## src/rtl/uart_tx_mmio.sv

```systemverilog
// uart_tx_mmio: store-snooping 8N1 UART transmitter with TX FIFO and status word; define UART_PARITY_EN for an even parity bit
module uart_tx_mmio #(
  parameter int          CLKS_PER_BIT = 868,
  parameter int          FIFO_DEPTH   = 16,
  parameter logic [31:0] UART_ADDR    = 32'hf6fff070
) (
  input  logic        clk,
  input  logic        rst,
  input  logic        wr_en,
  input  logic [31:0] w_addr,
  input  logic [31:0] w_data,
  input  logic [3:0]  w_mask,
  input  logic [31:0] r_addr,
  output logic [31:0] r_data,
  output logic        uart_tx,
  output logic        tx_busy
);
  localparam int AW = $clog2(FIFO_DEPTH);
  localparam int CW = $clog2(CLKS_PER_BIT);
  localparam logic [CW-1:0] LAST = CW'(CLKS_PER_BIT - 1);
  typedef enum logic [2:0] {
    S_IDLE, S_START, S_DATA, S_STOP
`ifdef UART_PARITY_EN
    , S_PARITY
`endif
  } state_t;
  state_t state_q, state_d;
  logic [7:0] fifo_q [FIFO_DEPTH];
  logic [AW:0] wp_q, wp_d, rp_q, rp_d;
  logic [CW-1:0] cnt_q, cnt_d;
  logic [2:0] idx_q, idx_d;
  logic [7:0] shift_q, shift_d, head;
  logic tx_q, tx_d, busy_q, busy_d, ovf_q, ovf_d;
  logic push_req, clr_req, push, pop, full, empty, tick;
  logic unused_bits;
  assign push_req = wr_en && w_addr == UART_ADDR && w_mask[0];
  assign clr_req = wr_en && w_addr == UART_ADDR + 32'd4 && w_mask[0] && w_data[3];
  assign full = (wp_q[AW] != rp_q[AW]) && (wp_q[AW-1:0] == rp_q[AW-1:0]);
  assign empty = wp_q == rp_q;
  assign head = fifo_q[rp_q[AW-1:0]];
  assign tick = cnt_q == LAST;
  // A full FIFO still accepts a push on the edge that pops its head
  assign push = push_req && (!full || pop);
  assign wp_d = wp_q + (AW+1)'(push);
  assign rp_d = rp_q + (AW+1)'(pop);
  assign ovf_d = clr_req ? 1'b0 : (push_req && full && !pop) ? 1'b1 : ovf_q;
  // Busy is computed from next state so the status read agrees with the line
  assign busy_d = state_d != S_IDLE || wp_d != rp_d;
  assign r_data = r_addr == UART_ADDR + 32'd4 ? {28'd0, ovf_q, empty, full, busy_q} : 32'd0;
  assign uart_tx = tx_q;
  assign tx_busy = busy_q;
  assign unused_bits = ^{w_data[31:8], w_mask[3:1]};
  // Frame sequencer: pops a byte, then walks start, data, (parity,) stop bits
  always_comb begin
    state_d = state_q;
    cnt_d = (state_q == S_IDLE || tick) ? '0 : cnt_q + 1'b1;
    idx_d = idx_q;
    shift_d = shift_q;
    tx_d = tx_q;
    pop = 1'b0;
    case (state_q)
      S_IDLE: begin
        tx_d = empty;
        if (!empty) begin
          pop = 1'b1;
          shift_d = head;
          state_d = S_START;
        end
      end
      S_START: if (tick) begin
        tx_d = shift_q[0];
        idx_d = 3'd0;
        state_d = S_DATA;
      end
      S_DATA: if (tick) begin
        if (idx_q == 3'd7) begin
`ifdef UART_PARITY_EN
          tx_d = ^shift_q;
          state_d = S_PARITY;
`else
          tx_d = 1'b1;
          state_d = S_STOP;
`endif
        end else begin
          idx_d = idx_q + 3'd1;
          tx_d = shift_q[idx_q + 3'd1];
        end
      end
`ifdef UART_PARITY_EN
      S_PARITY: if (tick) begin
        tx_d = 1'b1;
        state_d = S_STOP;
      end
`endif
      S_STOP: if (tick) begin
        tx_d = empty;
        state_d = empty ? S_IDLE : S_START;
        pop = !empty;
        shift_d = empty ? shift_q : head;
      end
      default: state_d = S_IDLE;
    endcase
  end
  // State, pointer and line registers
  always_ff @(posedge clk) begin
    if (rst) begin
      state_q <= S_IDLE;
      wp_q <= '0;
      rp_q <= '0;
      cnt_q <= '0;
      idx_q <= '0;
      shift_q <= '0;
      tx_q <= 1'b1;
      busy_q <= 1'b0;
      ovf_q <= 1'b0;
    end else begin
      state_q <= state_d;
      wp_q <= wp_d;
      rp_q <= rp_d;
      cnt_q <= cnt_d;
      idx_q <= idx_d;
      shift_q <= shift_d;
      tx_q <= tx_d;
      busy_q <= busy_d;
      ovf_q <= ovf_d;
    end
  end
  // FIFO storage; stale contents are unreachable once the pointers reset
  always_ff @(posedge clk) begin
    if (push) fifo_q[wp_q[AW-1:0]] <= w_data[7:0];
  end
endmodule

```

## config.mk

```make
export PLATFORM = sky130hd
export DESIGN_NAME = uart_tx_mmio
export DESIGN_NICKNAME = d
export VERILOG_FILES = /design/src/rtl/uart_tx_mmio.sv
export SDC_FILE = /design/constraint.sdc
export NUM_CORES = 1
export LEC_CHECK = 0
export CAP_MARGIN = 20
export CORE_UTILIZATION = 55
export CTS_CLUSTER_DIAMETER = 30
export DETAILED_ROUTE_END_ITERATION = 8
export PLACE_DENSITY = 0.94
export RECOVER_POWER = 50
export SETUP_SLACK_MARGIN = 0.05
export SLEW_MARGIN = 20
export SYNTH_ARGS = -nofsm -noshare
export SYNTH_HDL_FRONTEND = slang
export SYNTH_SLANG_ARGS = --single-unit
```

## constraint.sdc

```tcl
create_clock -name clk -period 9.6 [get_ports clk]
set_input_delay 1.92 -clock clk [delete_from_list [all_inputs] [get_ports clk]]
set_output_delay 1.92 -clock clk [all_outputs]
set_load 0.05 [all_outputs]
```

# Word level (Yosys, flattened, before mapping)
# Memory sizes are Yosys's and may differ from the RTL's. A register that Yosys moved wholly into a read port is not among the register bits.
# Index checks and enable logic that the tools add are counted.
[word_totals] register_bits=37 ramBits=128 inputBits=103 out_inout_bits=34 elab_cells=84 memories=1
[mem_list] name="fifo_q" words=16 width=8 rd=1 rd_clocked_by_memory_dff=1 write_ports=1 line_no="28" text="logic [7:0] fifo_q [FIFO_DEPTH];"
[op_classes] addsub=4 n_lt_le_gt_ge=1 n_eq_ne=16 mux=28 n_reduce_logical=25
[ops] operator="equality test 32 bit (second input constant)" n=3
[ops] operator="two-way mux 3 bit" n=8
[ops] operator="two-way mux 8 bit" n=2
[ops] operator="one-hot mux 8 bit (2 select lines)" n=1
[ops] operator="one-hot mux 3 bit (4 select lines)" n=1
[ops] operator="adder 10 x 1 -> 10 bit (second input constant)" n=1
[ops] operator="adder 5 x 1 -> 5 bit" n=2
[ops] operator="equality test 10 bit (second input constant)" n=1
[ops] operator="two-way mux 1 bit" n=10
[ops] operator="logical AND 1 bit" n=9
[ops] operator="two-way mux 4 bit" n=2
[ops] operator="inequality test 2 bit (second input constant)" n=4
[ops] operator="AND reduction 4 bit" n=2
[ops] operator="equality test 3 x 2 -> 1 bit (second input constant)" n=2
[ops] operator="one-hot mux 3 bit (2 select lines)" n=1
[ops] operator="equality test 5 bit" n=1
[ops] operator="inequality test 5 bit" n=1
[ops] operator="equality test 4 bit" n=1
[ops] operator="less-than comparator 3 x 4 -> 1 bit (second input constant)" n=1
[ops] operator="one-hot mux 1 bit (4 select lines)" n=1
[ops] operator="nonzero test 2 bit" n=2
[ops] operator="nonzero test 4 bit" n=1
[ops] operator="OR reduction 2 bit" n=2
[ops] operator="adder 3 x 1 -> 3 bit (second input constant)" n=1
[ops] operator="10 further kinds" n=14

# Logic depth before layout (Yosys ltp)
[logic_depth] depth_word=9 ltp_mapped=15 ltp_nobuf=13

# Least setup slack after synthesis
# OpenSTA, ideal clock, no wires.
[synth_timing] path_kind="input to output" startpoint="input port r_addr[1]" endpoint="output port r_data[1]" t_arrival_ps=3712 required_time_ps=7680 slack_ps=3968 cell_stages=4 n_path_buf=0 path_cell_list="or4b_2 > nor4_1 > nand2_1 > nor2b_1"
[synth_via] elab_chain_len=2
[synth_lines] item="start: declaration" line_no="13" text="input logic [31:0] r_addr,"
[synth_lines] item="equality test 32 bit" line_no="49" text="assign r_data = r_addr == UART_ADDR + 32'd4 ? {28'd0, ovf_q, empty, full, busy_q} : 32'd0;"
[synth_lines] item="two-way mux 4 bit" line_no="49"
[synth_lines] item="end: declaration" line_no="14" text="output logic [31:0] r_data,"
# No other way between the ends.

# Worst setup path in the final report
[layout_timing] startpoint="register rp_q[0]" endpoint="output port r_data[1]"
[layout_via] elab_chain_len=3
[layout_lines] item="start: declaration" line_no="29" text="logic [AW:0] wp_q, wp_d, rp_q, rp_d;"
[layout_lines] item="start signal: assignment" line_no="119" text="rp_q <= rp_d;"
[layout_lines] item="equality test 4 bit" line_no="38" text="assign full = (wp_q[AW] != rp_q[AW]) && (wp_q[AW-1:0] == rp_q[AW-1:0]);"
[layout_lines] item="logical AND 1 bit" line_no="38"
[layout_lines] item="two-way mux 4 bit" line_no="49"
# No other way between the ends.

==> metrics.txt <==
post-detail-place hpwl 10.6 mm; peak supply drop 0.000183 V; full die area 13500 µm²; worst path required time 7.68 ns; clk_lat worst skew 0.43 ns; via density per instance 5.97; Mapped Cells 453; simple-gate portion of the synthesized area 9.85%; CP endpoint kind output port; Starting Density 56.5%; sequential share of power 51.1%; Slew headroom -86.8%; register-to-register setup slack 3.52 ns; RSZ-0062 raised after global routing no; Max Fclk 0.140 GHz; maximum clock path buffer count 2; synth cell count leaders 128 x edfxtp_1, 42 x mux4_2, 37 x dfxtp_1; Die H 116 µm; pins over their slew limit 35; via count 4367; H-tree depth 4; Resized Gates After CTS 0; Power Density 174 nW/µm²; Clock Tree Root clkbuf_16; failing checks capacitance limit, slew limit; Slowest-stage cell, CP clkbuf_1; final std cells w/o fill 731; IO buf count 81; FFs w/ async S/R, synth 0%; startpoint class of the critical path flop; fin nets 656; count leader, synth edfxtp_1; setup bufs post-CTS 0; largest family of logic cells by synthesized area multiplexers; I/O pin count 137; Final Hold Vio Count 0; first-pass GRT wire length 23.9 mm; die width 116 µm; Core ar. 12700 µm²; n_diodes 0; Area Overhead vs Synth 20.8%; switching share of total power 21.4%; Final period util 74.7%; CTS tree yes; min Tclk post-route 7.17 ns; clock sinks 165; hold path startpoint cnt_q[0]; largest delay contributor family on the critical path buffers and inverters; dominant synthesized flop cell edfxtp_1; Clk pin slew, worst setup/hold paths 0.06 ns; cell count after placement 699; gr ovfl total 0; final core occ 68.2%; Clock Skew 0.0125 ns; Setup CP Type flop to output port; Lkg Pwr 2.86 nW; slew of the pin with the lowest slew margin 2.80 ns; Antenna Nets Post-Route 0; CP most frequent cell nor2b_1; internal cell power 1.18 mW; R2R Path Start rp_q[0]; Synth cell types 55; final wirelength 16.1 mm; Cell Rows 41; Yosys reg bits 165; worst hold path endpoint cnt_q[0]; Ys Warns 0; Psw 322 µW; worst-path fanout max 34; wire length per cell 22.0 µm; CP Cell Sequence clkbuf_1 -> xor2_2 -> nor4_1 -> nor2b_1 -> nor2b_1 -> clkdlybuf4s50_1; Seq/Total Area, Yosys 64.1%; Compound-Gate Fraction of Synth Area 1.92%; Filler cells 804; WP buf/inv 2; number of synthesized flops with an enable pin 128; CTS buffer count 17; initial antenna violation count 0; Max Cap Viol 1; Synth top area share 53.7%; Arr. time, crit path 5.25 ns; Syn Area/Cell 15.8 µm²; Synth Area in XOR/XNOR 3.27%; reg2reg path depth 13; drc violations 0; r2r endpoint tx_busy; share of layout cells above drive strength 1 17.7%; Largest stage delay, worst path 1.96 ns; Starting DRT DRC Count 466; multiplexer share of the synthesized area 14.6%; logic gate share of total power 4.5%; Mapped Area 7150 µm²; number of setup violations in the final report 0; GP Congestion 0.848; post-synth top area cell edfxtp_1; Min-Delay Path Class flop to flop; status finished, violations left; DRT Pass-1 Iters 6; number of global-route vias before repair 4462; Post-Synth Adder-Cell Area 1.22%; synth top area cells edfxtp_1 54%, mux4_2 13%, dfxtp_1 10%, buf_4 3.3%, nor2_1 1.7%; gr usage total 25.6%; CTS Hold Bufs 0; overall power 1.51 mW; WHS Path Cells 1; largest net degree at the start of global routing 36; total negative setup slack 0 ns; clock power share 44.4%
registers in the layout (all words and copies together), names as in the netlist:
signal and count:
rp_q 5, tx_busy 1, fifo_q 128, idx_q 3
state_q 3, uart_tx 1, cnt_q 10, wp_q 5
ovf_q 1, shift_q 8
power by group through the flow:
| stage | Combinational (mW) | Clock (mW) | Sequential [mW] |
|---|---|---|---|
| 2_1_floorplan | 0.0382 | 0 | 0.785 |
| 3_3_place_gp | 0.0663 | 0 | 0.785 |
| 3_5_place_dp | 0.0684 | 0 | 0.785 |
| 4_1_cts | 0.0687 | 0.675 | 0.770 |
| 5_1_grt | 0.0722 | 0.704 | 0.769 |
| 6_report | 0.0678 | 0.668 | 0.770 |
worst register-to-register path: cells and delay by family (launching register included):
kind | cells | cell delay [ns]
buffers and inverters | 2 | 2.07
and+or+nand+nor | 3 | 1.42
AOI/OAI and AO/OA | 3 | 1.07
xor gates and xnor gates | 3 | 0.62
adders and majority gates | 2 | 0.45
DFF | 1 | 0.32
logic make-up after synthesis:
kind of cell             count (synthesis)
flip-flops                             165
AND/OR/NAND/NOR                        126
buffers and inverters                   57
multiplexers                            52
XOR/XNOR                                25
AO/OA/AOI/OAI                           20
adder cells (fa/ha/maj)                  7
other                                    1
cell type report:
type / instances / area, µm² / share of cell area (%)
Tap cell: 172 / 215 / 2.49
Inverter: 7 / 26.3 / 0.304
Timing Repair Buffer: 96 / 920 / 10.6
Clock inverter: 13 / 146 / 1.69
Sequential cell: 165 / 4590 / 53.0
Clock buffer: 19 / 433 / 5.01
Multi-Input combinational cell: 259 / 2320 / 26.8
metrics by stage:
| stage | hold slack, ns | worst slack, ns | area, µm² |
|---|---|---|---|
| 3_3_place_gp | 0.439 | 3.20 | 8070 |
| 3_5_place_dp | 0.449 | 3.14 | 8090 |
| 6_report | 0.458 | 2.43 | 8650 |
| 5_1_grt | 0.495 | 1.85 | 8650 |
| 2_1_floorplan | 0.426 | 3.97 | 7260 |
| 4_1_cts | 0.463 | 3.14 | 8660 |
worst max-delay path by stage:
stage              start   endpoint  slack, ns  cells after the start
6_report         rp_q[0]  r_data[1]       2.43                      6
5_1_grt          rp_q[0]  r_data[1]       1.85                      6
4_1_cts        r_addr[1]  r_data[1]       3.14                      6
3_5_place_dp   r_addr[1]  r_data[1]       3.14                      6
3_3_place_gp   r_addr[1]  r_data[1]       3.20                      6
2_1_floorplan  r_addr[1]  r_data[1]       3.97                      4
metal layers:
metal / vias up / wire, µm / global-route usage (%)
met4: 0 / 582 / 13.2
met2: 322 / 8410 / 45.1
met3: 55 / 1360 / 6.38
li1: 1876 / - / -
met1: 2114 / 5720 / 28.8
met5: - / 0 / 0
cells in the final DEF, fill, tap and decap left out, drive strengths merged, types with 8 or more instances in the layout:
cell type / instances
clkbuf: 20
xnor2: 9
inv: 12
nor3: 16
dlygate4sd3: 9
edfxtp: 128
xor2: 16
dfxtp: 37
nor4: 9
buf: 14
clkdlybuf4s50: 72
nand2: 12
nand3: 8
nand4: 11
conb: 29
mux2i: 9
mux4: 42
nor2: 33
No activity file was read; power rests on OpenSTA's default activity.
